File: config.mk
export PLATFORM = sky130hd
export DESIGN_NAME = mem_arbiter_rr_flat
export DESIGN_NICKNAME = d
export VERILOG_FILES = /design/src/rtl/mem_arbiter_rr_if.sv /design/src/rtl/mem_arbiter_rr.sv /design/src/flat_wrapper.sv
export SDC_FILE = /design/constraint.sdc
export NUM_CORES = 1
export LEC_CHECK = 0
export CORE_AREA = 2 2 346 348
export CTS_BUF_LIST = sky130_fd_sc_hd__clkbuf_16
export CTS_CLUSTER_DIAMETER = 40
export DETAILED_ROUTE_END_ITERATION = 8
export DIE_AREA = 0 0 348 350
export PLACE_DENSITY = 0.3
export RECOVER_POWER = 25
export SLEW_MARGIN = 5
export SYNTH_ARGS = -nofsm -noshare
export SYNTH_HDL_FRONTEND = slang
export SYNTH_SLANG_ARGS = --single-unit
File: constraint.sdc
create_clock -name clk -period 6.9 [get_ports clk]
set_clock_uncertainty 0.15 [all_clocks]
set_input_delay 1.38 -clock clk [delete_from_list [all_inputs] [get_ports clk]]
set_output_delay 1.38 -clock clk [all_outputs]
set_load 0.01 [all_outputs]
File: src/rtl/mem_arbiter_rr_if.sv
// Bundle of client-side and downstream memory signals around mem_arbiter_rr.
// master = arbiter view, slave = environment view (clients plus memory bridge).
interface mem_arbiter_rr_if #(
  parameter int NUM_CLIENTS = 4,
  parameter int ADDR_W      = 48,
  parameter int LEN_W       = 32,
  parameter int DATA_W      = 64
);
  logic [NUM_CLIENTS-1:0]        req;
  logic [NUM_CLIENTS-1:0]        rw;
  logic [NUM_CLIENTS*ADDR_W-1:0] addr;
  logic [NUM_CLIENTS*LEN_W-1:0]  len;
  logic [NUM_CLIENTS*DATA_W-1:0] wdata;
  logic [NUM_CLIENTS-1:0]        wready;
  logic [DATA_W-1:0]             rdata;
  logic [NUM_CLIENTS-1:0]        rvalid;
  logic [NUM_CLIENTS-1:0]        gnt;
  logic [NUM_CLIENTS-1:0]        ack;

  // Handshakes: a command or write beat transfers on a cycle where valid and
  // ready are both high; valid never waits on ready. Read beats have no ready:
  // m_rvalid/rvalid mean the beat is taken that cycle.
  logic              m_cmd_valid;
  logic              m_cmd_ready;
  logic              m_rw;
  logic [ADDR_W-1:0] m_addr;
  logic [LEN_W-1:0]  m_len;
  logic [DATA_W-1:0] m_wdata;
  logic              m_wvalid;
  logic              m_wready;
  logic [DATA_W-1:0] m_rdata;
  logic              m_rvalid;

  modport master (
    input  req, rw, addr, len, wdata, m_cmd_ready, m_wready, m_rdata, m_rvalid,
    output wready, rdata, rvalid, gnt, ack,
           m_cmd_valid, m_rw, m_addr, m_len, m_wdata, m_wvalid
  );

  modport slave (
    output req, rw, addr, len, wdata, m_cmd_ready, m_wready, m_rdata, m_rvalid,
    input  wready, rdata, rvalid, gnt, ack,
           m_cmd_valid, m_rw, m_addr, m_len, m_wdata, m_wvalid
  );
endinterface

File: src/rtl/mem_arbiter_rr.sv
// Round-robin arbiter serialising client bursts onto one downstream burst port.
// Define MEM_ARB_PRIO0_EN to give client 0 strict priority over the others.
module mem_arbiter_rr #(
  parameter int NUM_CLIENTS = 4,
  parameter int ADDR_W      = 48,
  parameter int LEN_W       = 32,
  parameter int DATA_W      = 64
) (
  input  logic                  clk,
  input  logic                  rst,
  mem_arbiter_rr_if.master      bus,
  output logic [1:0]            state_dbg
);

  localparam int IDX_W = (NUM_CLIENTS > 1) ? $clog2(NUM_CLIENTS) : 1;
`ifdef MEM_ARB_PRIO0_EN
  localparam bit PRIO0 = 1'b1;
`else
  localparam bit PRIO0 = 1'b0;
`endif

  typedef enum logic [1:0] {S_IDLE, S_CMD, S_DATA, S_DONE} state_t;

  state_t                 state_q, state_d;
  logic [IDX_W-1:0]       last_q, g_q;
  logic [IDX_W-1:0]       win_idx, arb_cand;
  logic                   win_found;
  logic                   win_rw;
  logic [ADDR_W-1:0]      win_addr;
  logic [LEN_W-1:0]       win_len;
  logic [NUM_CLIENTS-1:0] win_oh;
  logic                   rw_q;
  logic [ADDR_W-1:0]      addr_q;
  logic [LEN_W-1:0]       len_q;
  logic [LEN_W-1:0]       cnt_q;
  logic [NUM_CLIENTS-1:0] gnt_q, ack_q;
  logic                   cmd_valid_q;
  logic [DATA_W-1:0]      sel_wdata, wdata_c, rdata_c;
  logic [NUM_CLIENTS-1:0] wready_c, rvalid_c;
  logic                   wvalid_c, beat_ok, last_beat;

  // Search upward from last+1; client 0 is pulled out of the rotation and
  // checked first when strict priority is enabled.
  always_comb begin
    win_found = 1'b0;
    win_idx   = '0;
    arb_cand  = '0;
    for (int off = 1; off <= NUM_CLIENTS; off++) begin
      arb_cand = IDX_W'((int'(last_q) + off) % NUM_CLIENTS);
      if (!win_found && bus.req[arb_cand] && !(PRIO0 && arb_cand == '0)) begin
        win_found = 1'b1;
        win_idx   = arb_cand;
      end
    end
    if (PRIO0 && bus.req[0]) begin
      win_found = 1'b1;
      win_idx   = '0;
    end
  end

  always_comb begin
    win_rw    = 1'b0;
    win_addr  = '0;
    win_len   = '0;
    win_oh    = '0;
    sel_wdata = '0;
    for (int i = 0; i < NUM_CLIENTS; i++) begin
      if (win_idx == IDX_W'(i)) begin
        win_rw    = bus.rw[i];
        win_addr  = bus.addr[i*ADDR_W +: ADDR_W];
        win_len   = bus.len[i*LEN_W +: LEN_W];
        win_oh[i] = 1'b1;
      end
      if (g_q == IDX_W'(i)) sel_wdata = bus.wdata[i*DATA_W +: DATA_W];
    end
  end

  assign beat_ok   = (state_q == S_DATA) && (rw_q ? bus.m_wready : bus.m_rvalid);
  assign last_beat = (cnt_q == len_q - LEN_W'(1));

  always_comb begin
    wready_c = '0;
    rvalid_c = '0;
    wvalid_c = 1'b0;
    wdata_c  = '0;
    rdata_c  = '0;
    if (state_q == S_DATA) begin
      if (rw_q) begin
        wvalid_c = 1'b1;
        wdata_c  = sel_wdata;
      end else begin
        rdata_c  = bus.m_rdata;
      end
      for (int i = 0; i < NUM_CLIENTS; i++) begin
        if (g_q == IDX_W'(i)) begin
          wready_c[i] = rw_q & bus.m_wready;
          rvalid_c[i] = ~rw_q & bus.m_rvalid;
        end
      end
    end
  end

  always_comb begin
    state_d = state_q;
    case (state_q)
      S_IDLE: if (win_found) state_d = S_CMD;
      S_CMD:  if (cmd_valid_q && bus.m_cmd_ready) state_d = (len_q == '0) ? S_DONE : S_DATA;
      S_DATA: if (beat_ok && last_beat) state_d = S_DONE;
      S_DONE: state_d = S_IDLE;
      default: state_d = S_IDLE;
    endcase
  end

  always_ff @(posedge clk or posedge rst) begin
    if (rst) state_q <= S_IDLE;
    else     state_q <= state_d;
  end

  always_ff @(posedge clk or posedge rst) begin
    if (rst) begin
      last_q      <= IDX_W'(NUM_CLIENTS - 1);
      g_q         <= '0;
      rw_q        <= 1'b0;
      addr_q      <= '0;
      len_q       <= '0;
      cnt_q       <= '0;
      gnt_q       <= '0;
      ack_q       <= '0;
      cmd_valid_q <= 1'b0;
    end else begin
      ack_q <= '0;
      case (state_q)
        S_IDLE: begin
          if (win_found) begin
            g_q         <= win_idx;
            rw_q        <= win_rw;
            addr_q      <= win_addr;
            len_q       <= win_len;
            gnt_q       <= win_oh;
            cmd_valid_q <= 1'b1;
          end
        end
        S_CMD: begin
          cnt_q <= '0;
          if (bus.m_cmd_ready) begin
            cmd_valid_q <= 1'b0;
            if (len_q == '0) ack_q <= gnt_q;
          end
        end
        S_DATA: begin
          if (beat_ok) begin
            if (last_beat) ack_q <= gnt_q;
            else           cnt_q <= cnt_q + LEN_W'(1);
          end
        end
        S_DONE: begin
          gnt_q <= '0;
          // Under strict priority client 0 never moves the rotation pointer.
          if (!(PRIO0 && g_q == '0)) last_q <= g_q;
        end
        default: ;
      endcase
    end
  end

  assign bus.gnt         = gnt_q;
  assign bus.ack         = ack_q;
  assign bus.m_cmd_valid = cmd_valid_q;
  assign bus.m_rw        = rw_q;
  assign bus.m_addr      = addr_q;
  assign bus.m_len       = len_q;
  assign bus.m_wvalid    = wvalid_c;
  assign bus.m_wdata     = wdata_c;
  assign bus.wready      = wready_c;
  assign bus.rvalid      = rvalid_c;
  assign bus.rdata       = rdata_c;
  assign state_dbg       = state_q;

endmodule

File: src/flat_wrapper.sv
// flat-port wrapper written by rule: the top's interface ports become plain ports
module mem_arbiter_rr_flat 
#(
  parameter int NUM_CLIENTS = 4,
  parameter int ADDR_W      = 48,
  parameter int LEN_W       = 32,
  parameter int DATA_W      = 64
)
  (clk, rst, state_dbg, bus_req, bus_rw, bus_addr, bus_len, bus_wdata, bus_m_cmd_ready, bus_m_wready, bus_m_rdata, bus_m_rvalid, bus_wready, bus_rdata, bus_rvalid, bus_gnt, bus_ack, bus_m_cmd_valid, bus_m_rw, bus_m_addr, bus_m_len, bus_m_wdata, bus_m_wvalid);
  mem_arbiter_rr_if #(.NUM_CLIENTS(NUM_CLIENTS), .ADDR_W(ADDR_W), .LEN_W(LEN_W), .DATA_W(DATA_W)) bus_i ();
  input  logic clk;
  input  logic rst;
  output logic [1:0] state_dbg;
  input wire logic [$bits(bus_i.req)-1:0] bus_req;
  input wire logic [$bits(bus_i.rw)-1:0] bus_rw;
  input wire logic [$bits(bus_i.addr)-1:0] bus_addr;
  input wire logic [$bits(bus_i.len)-1:0] bus_len;
  input wire logic [$bits(bus_i.wdata)-1:0] bus_wdata;
  input wire logic [$bits(bus_i.m_cmd_ready)-1:0] bus_m_cmd_ready;
  input wire logic [$bits(bus_i.m_wready)-1:0] bus_m_wready;
  input wire logic [$bits(bus_i.m_rdata)-1:0] bus_m_rdata;
  input wire logic [$bits(bus_i.m_rvalid)-1:0] bus_m_rvalid;
  output wire logic [$bits(bus_i.wready)-1:0] bus_wready;
  output wire logic [$bits(bus_i.rdata)-1:0] bus_rdata;
  output wire logic [$bits(bus_i.rvalid)-1:0] bus_rvalid;
  output wire logic [$bits(bus_i.gnt)-1:0] bus_gnt;
  output wire logic [$bits(bus_i.ack)-1:0] bus_ack;
  output wire logic [$bits(bus_i.m_cmd_valid)-1:0] bus_m_cmd_valid;
  output wire logic [$bits(bus_i.m_rw)-1:0] bus_m_rw;
  output wire logic [$bits(bus_i.m_addr)-1:0] bus_m_addr;
  output wire logic [$bits(bus_i.m_len)-1:0] bus_m_len;
  output wire logic [$bits(bus_i.m_wdata)-1:0] bus_m_wdata;
  output wire logic [$bits(bus_i.m_wvalid)-1:0] bus_m_wvalid;
  assign bus_i.req = bus_req;
  assign bus_i.rw = bus_rw;
  assign bus_i.addr = bus_addr;
  assign bus_i.len = bus_len;
  assign bus_i.wdata = bus_wdata;
  assign bus_i.m_cmd_ready = bus_m_cmd_ready;
  assign bus_i.m_wready = bus_m_wready;
  assign bus_i.m_rdata = bus_m_rdata;
  assign bus_i.m_rvalid = bus_m_rvalid;
  assign bus_wready = bus_i.wready;
  assign bus_rdata = bus_i.rdata;
  assign bus_rvalid = bus_i.rvalid;
  assign bus_gnt = bus_i.gnt;
  assign bus_ack = bus_i.ack;
  assign bus_m_cmd_valid = bus_i.m_cmd_valid;
  assign bus_m_rw = bus_i.m_rw;
  assign bus_m_addr = bus_i.m_addr;
  assign bus_m_len = bus_i.m_len;
  assign bus_m_wdata = bus_i.m_wdata;
  assign bus_m_wvalid = bus_i.m_wvalid;
  mem_arbiter_rr #(.NUM_CLIENTS(NUM_CLIENTS), .ADDR_W(ADDR_W), .LEN_W(LEN_W), .DATA_W(DATA_W)) u_core (.clk(clk), .rst(rst), .bus(bus_i), .state_dbg(state_dbg));
endmodule
Word-level counts from Yosys, hierarchy flattened
Cells that the tools add are included.
{ "classes": {"reduce_logical": 21, "n_lt_le_gt_ge": 4, "n_eq_ne": 16, "add_sub_neg": 6, "mux": 71, "bitwise_logic": 3} }
{ "ops": {"columns": ["op", "n"], "rows": [
  ["2-to-1 mux 64 bit", 8],
  ["2-to-1 mux 32 bit", 6],
  ["2-to-1 mux 48 bit", 4],
  ["one-hot mux 32 bit (2 select lines)", 1],
  ["adder 32 x 1 -> 32 bit (second input constant)", 1],
  ["equality test 32 bit", 1],
  ["zero test 32 bit", 1],
  ["subtractor 32 x 1 -> 32 bit (second input constant)", 1],
  ["2-to-1 mux 1 bit", 30],
  ["2-to-1 mux 4 bit", 7],
  ["one-hot mux 4 bit (2 select lines)", 2],
  ["2-to-1 mux 2 bit", 7],
  ["equality test 2 bit (second input constant)", 6],
  ["< comparator 2 x 3 -> 1 bit (second input constant)", 4],
  ["AND reduction 3 bit", 3],
  ["binary-select mux 1 bit (select 2 bit)", 4],
  ["one-hot mux 2 bit (4 select lines)", 1],
  ["equality test 2 x 1 -> 1 bit (second input constant)", 3],
  ["logical AND 1 bit", 6],
  ["zero test 2 bit", 3],
  ["!= test 2 x 1 -> 1 bit (second input constant)", 3],
  ["!= test 2 bit (second input constant)", 3],
  ["nonzero test 2 bit", 3],
  ["adder 2 x 1 -> 2 bit (second input constant)", 2],
  ["6 further kinds", 11]
]} }
{ "totals": {"ff_bits": 128, "wordCells": 131} }

Logic depth before layout (Yosys ltp)
{ "logic_depth": {"word_depth": 18, "ltp_mapped": 13} }

Worst setup path after synthesis
OpenSTA, ideal clock, no wires.
{ "synth_timing": {"kind": "input -> output", "from": "in bus_wdata[192]", "to": "out bus_m_wdata[0]", "cell_stages": 2, "setup_slack_ns": 3.367, "arrival_time_ns": 2.003, "path_buffers": 0, "cell_sequence": "mux4_2 -> and2_1"} }
{ "synth_between": {"elab_chain_cells": 3} }
{ "synth_rtl": {"columns": ["element", "line_no", "rtl"], "rows": [
  ["start, declared", "flat_wrapper.sv:18", "input wire logic [$bits(bus_i.wdata)-1:0] bus_wdata;"],
  ["2-to-1 mux 64 bit", "mem_arbiter_rr.sv:74", "if (g_q == IDX_W'(i)) sel_wdata = bus.wdata[i*DATA_W +: DATA_W];"],
  ["2-to-1 mux 64 bit", "mem_arbiter_rr.sv:88", "if (rw_q) begin"],
  ["2-to-1 mux 64 bit", "mem_arbiter_rr.sv:87", "if (state_q == S_DATA) begin"],
  ["end, declared", "flat_wrapper.sv:32", "output wire logic [$bits(bus_i.m_wdata)-1:0] bus_m_wdata;"]
]} }
Every way passes these cells.

==> summary.md <==
| Metric | Value |
|---|---|
| Switching fraction of total power | 29.8% |
| Number of nets in the synthesized netlist | between 2,000 and 2,500 |
| Post-synthesis cell area | 0.0121 mm² |
| Global-route wire length before repair | ~150 mm |
| Final global-route overflow total | 0 |
| Placed Instances | 3,953 |
| Total GRT Usage | 17.9% |
| Num rows | 126 |
| Share of synthesized cell area in full adder, half adder and majority cells | less than 1% |
| Simple-gate area share of the yosys netlist | between 30% and 40% |
| Ratio of cells with drive above 1 in the final layout | between 6 and 7% |
| Run status | finished, violations left |
| Final GP Congestion | around 1.2 |
| Placed cell areas | ~0.023 mm² |
| Area occupied by registers | 0.00321 mm² |
| Synthesized-area fraction occupied by xor and xnor cells | under 10% |
| Buffer depth of the longest clock path | 2 |
| Remaining antenna violation count after routing | 0 |
| Later-pin clock latency in the skew report | around 0.49 ns |
| Required time of the critical path | ~6.8 ns |
| TritonCTS clock tree | yes |
| Total setup violations reported at the end of the flow | 0 |
| Power share of the combinational group | 29.9% |
| Share of power burned in registers | ~28% |
| Sequential element share of the synthesized area | 26.4% |
| Drt via density | ~4 |
| Relative slew slack | -104% |
| Number of gates given a new drive strength after cts | 0 |
| Avg Cell Area, Syn | ~7.3 µm² |
| Worst Hold Slack | 0.331 ns |
| Number of input and output port buffers inserted | 881 |
| R2R depth | 10 |
| Initial detailed-routing violation count | a little over 1,000 |
| Static leakage | between 8 and 9 nW |
| Unrepaired setup endpoints after global routing | false |
| TritonCTS buffer count | 17 |
| Final standard cell utilization of the core | about 20% |
| Data arrival, critical path | 5.48 ns |
| Pre-Repair DR Iteration Count | 5 |
| Number of violations of the max-capacitance limit | 2 |
| Total half-perimeter wirelength after legalization and detailed placement | about 96 mm |
| Violations in the final reports | max-capacitance violations, max-slew violations |
| Gate count after technology mapping | about 1,700 |
| Largest voltage drop on the vdd net | about 0.12 mV |
| Synth async-reset ratio | between 90% and 100% |
| Post-route cell area | 0.0233 mm² |
| Core outline area | ~0.12 mm² |
| Final critical-path required period | roughly 5.5 ns |
| Synthesized-area fraction occupied by ao, oa, aoi and oai cells | 13.4% |
| Final count of hold timing violations | 0 |
| Number of buffers added for setup after CTS | 0 |
| Non-filler instance count after layout | ~4,000 |
| Internal cell power | a little over 0.002 W |
| Most used flip-flop cell after synthesis | sky130_fd_sc_hd__dfrtp_1 |
| Post-route setup TNS | 0 ns |
| Min-delay worst type | register to register |
| Dominant combinational cell family by area after synthesis | simple AND/OR/NAND/NOR gates |
| Total clock sinks | ~130 |
| Wirelength, routed | 112 mm |
| Worst setup path class | input port to async pin |
| Worst Tran Pin Value | roughly 3.0 ns |
| Die Span Y | 350 µm |
| Syn-to-layout area delta | 92.2% |
| Horizontal extent of the die | 348 µm |
| Final Net Count | just over 3,000 |
| Number of synthesis warnings | 0 |
| DIE AREA | 0.122 mm² |
| Max Clk Rate | roughly 180 MHz |
| Hold Path Depth | 2 |
| Count of flip-flops with a built-in enable after synthesis | 0 |
| Number of synthesized register bits | around 130 |
| Depth of the CTS H-tree | 4 |
| Most frequent cells in the layout | sky130_fd_sc_hd__clkdlybuf4s50_1 (880), sky130_fd_sc_hd__nand2_1 (529), sky130_fd_sc_hd__o21ai_0 (191) |
| Final Max Slew Viols | 95 |
| Maximum fanout count along the critical path | just under 60 |
| Nature of the critical path endpoint | async pin |
| Largest net degree at the start of global routing | 163 |
| Final cycle utilization of the critical path | 80.3% |
| Share of synthesized area spent on multiplexers | 12.9% |
| Fill cell instance count of the final layout | 13,101 |
| Via count | between 15,000 and 20,000 |
| Via count of the first global-routing pass | about 16,000 |
| Root buf cell | sky130_fd_sc_hd__clkbuf_16 |
| Kind of start point of the critical path | input port |
| Number of antenna violations at the first check in global routing | a little over 70 |
| Initial core utilization | 10.3% |
| IO Pins | 882 |
| CTS hold repair buffers | 0 |
| Count of distinct cell types in the synthesized netlist | 71 |
| Detailed-route wire length per cell | 28.0 µm |
| Total power per unit cell area | between 100 and 150 mW/mm² |
| Share of total power in the clock network | approximately 42% |
| Area occupied by multi-input gates | 0.00834 mm² |
| Reported net switching power | ~0.00086 W |
| Clock-pin slew on the worst setup and hold paths | 0.07 ns |
| Remaining design rule violation count | 0 |
| Commonest non-fill, non-tap cell in the layout | sky130_fd_sc_hd__clkdlybuf4s50_1 |
## worst paths after layout
check	start	endpoint	slack, ns
max in group clk	u_core.state_dbg[0]$_DFFE_PP0P_	bus_rvalid[0]	1.40
min reg2reg	u_core.bus.m_addr[27]$_DFFE_PP0P_	u_core.bus.m_addr[27]$_DFFE_PP0P_	0.33
min in group asynchronous	rst	u_core.bus.m_addr[19]$_DFFE_PP0P_	2.05
max	rst	u_core.cnt_q[26]$_DFFE_PP0P_	1.36
max reg2reg	u_core.bus.m_len[0]$_DFFE_PP0P_	u_core.cnt_q[11]$_DFFE_PP0P_	2.26
min	u_core.bus.m_addr[27]$_DFFE_PP0P_	u_core.bus.m_addr[27]$_DFFE_PP0P_	0.33
## power by group through the flow
stage	clock network, W	registers (W)	logic [W]
global route	0.00128	0.000811	0.000923
CTS	0.00127	0.000806	0.000866
detailed placement	0	0.000820	0.000863
finish	0.00121	0.000807	0.000858
global placement	0	0.000819	0.000859
floorplan	0	0.000794	0.000292
## critical path, stage by stage
cell                            delay [ns]
sky130_fd_sc_hd__dlygate4sd3_1        0.54
sky130_fd_sc_hd__clkinvlp_2           1.69
sky130_fd_sc_hd__clkbuf_1             1.78
## routing by layer
| layer | share of wire [%] | GRT usage [%] | vias to the layer above |
|---|---|---|---|
| met5 | 0.037 | 0 | - |
| met4 | 1.5 | 3.22 | 6 |
| met3 | 7.6 | 5.12 | 132 |
| met2 | 49 | 31.6 | 743 |
| met1 | 41 | 21.6 | 7786 |
| li1 | - | - | 7341 |
## layout make-up
class / instances / area share (%)
Inverter: 11 / 0.183
Timing Repair Buffer: 902 / 38.6
Antenna cell: 19 / 0.204
Sequential cell: 128 / 13.8
Multi-Input combinational cell: 1376 / 35.8
Clock inverter: 15 / 1.31
Clock buffer: 17 / 1.83
Tap cell: 1536 / 8.25
## registers in the layout (all words and copies together), names as in the netlist, 2 cells and up
name	cells
u_core.bus.m_addr	48
u_core.bus.gnt	4
u_core.state_dbg	2
u_core.bus.ack	4
u_core.bus.m_len	32
u_core.g_q	2
u_core.last_q	2
u_core.cnt_q	32
## stage by stage
step / total power (W) / worst slack [ns]
after floorplan: 0.00109 / 1.96
after global placement: 0.00168 / 1.96
after detailed placement: 0.00168 / 1.93
after CTS: 0.00294 / 1.37
after global routing: 0.00302 / 0.577
final: 0.00287 / 1.36
## synthesized netlist by cell type (21+ instances only)
master / number / share of area [%]
sky130_fd_sc_hd__nor2_1: 35 / 1.1
sky130_fd_sc_hd__a21oi_1: 24 / 0.99
sky130_fd_sc_hd__mux4_2: 64 / 12
sky130_fd_sc_hd__xnor2_1: 26 / 1.9
sky130_fd_sc_hd__o21ai_0: 191 / 7.9
sky130_fd_sc_hd__dfrtp_1: 126 / 26
sky130_fd_sc_hd__and2_1: 133 / 6.9
sky130_fd_sc_hd__nand3_1: 103 / 4.3
sky130_fd_sc_hd__clkbuf_1: 108 / 3.3
sky130_fd_sc_hd__nor3_1: 26 / 1.1
sky130_fd_sc_hd__nand2_1: 529 / 16
sky130_fd_sc_hd__nand4_1: 21 / 1.1
sky130_fd_sc_hd__or3_1: 23 / 1.2
## logic make-up (layout without fill, tap and decap cells)
logic type               Yosys count  in the layout
AND/OR/NAND/NOR                  968            968
AO/OA/AOI/OAI                    284            284
buffers and inverters            152            945
flip-flops                       128            128
multiplexers                      75             75
XOR/XNOR                          42             42
adder cells (fa/ha/maj)            7              7
other                              0             19
Power figures use the tool's default switching activity.
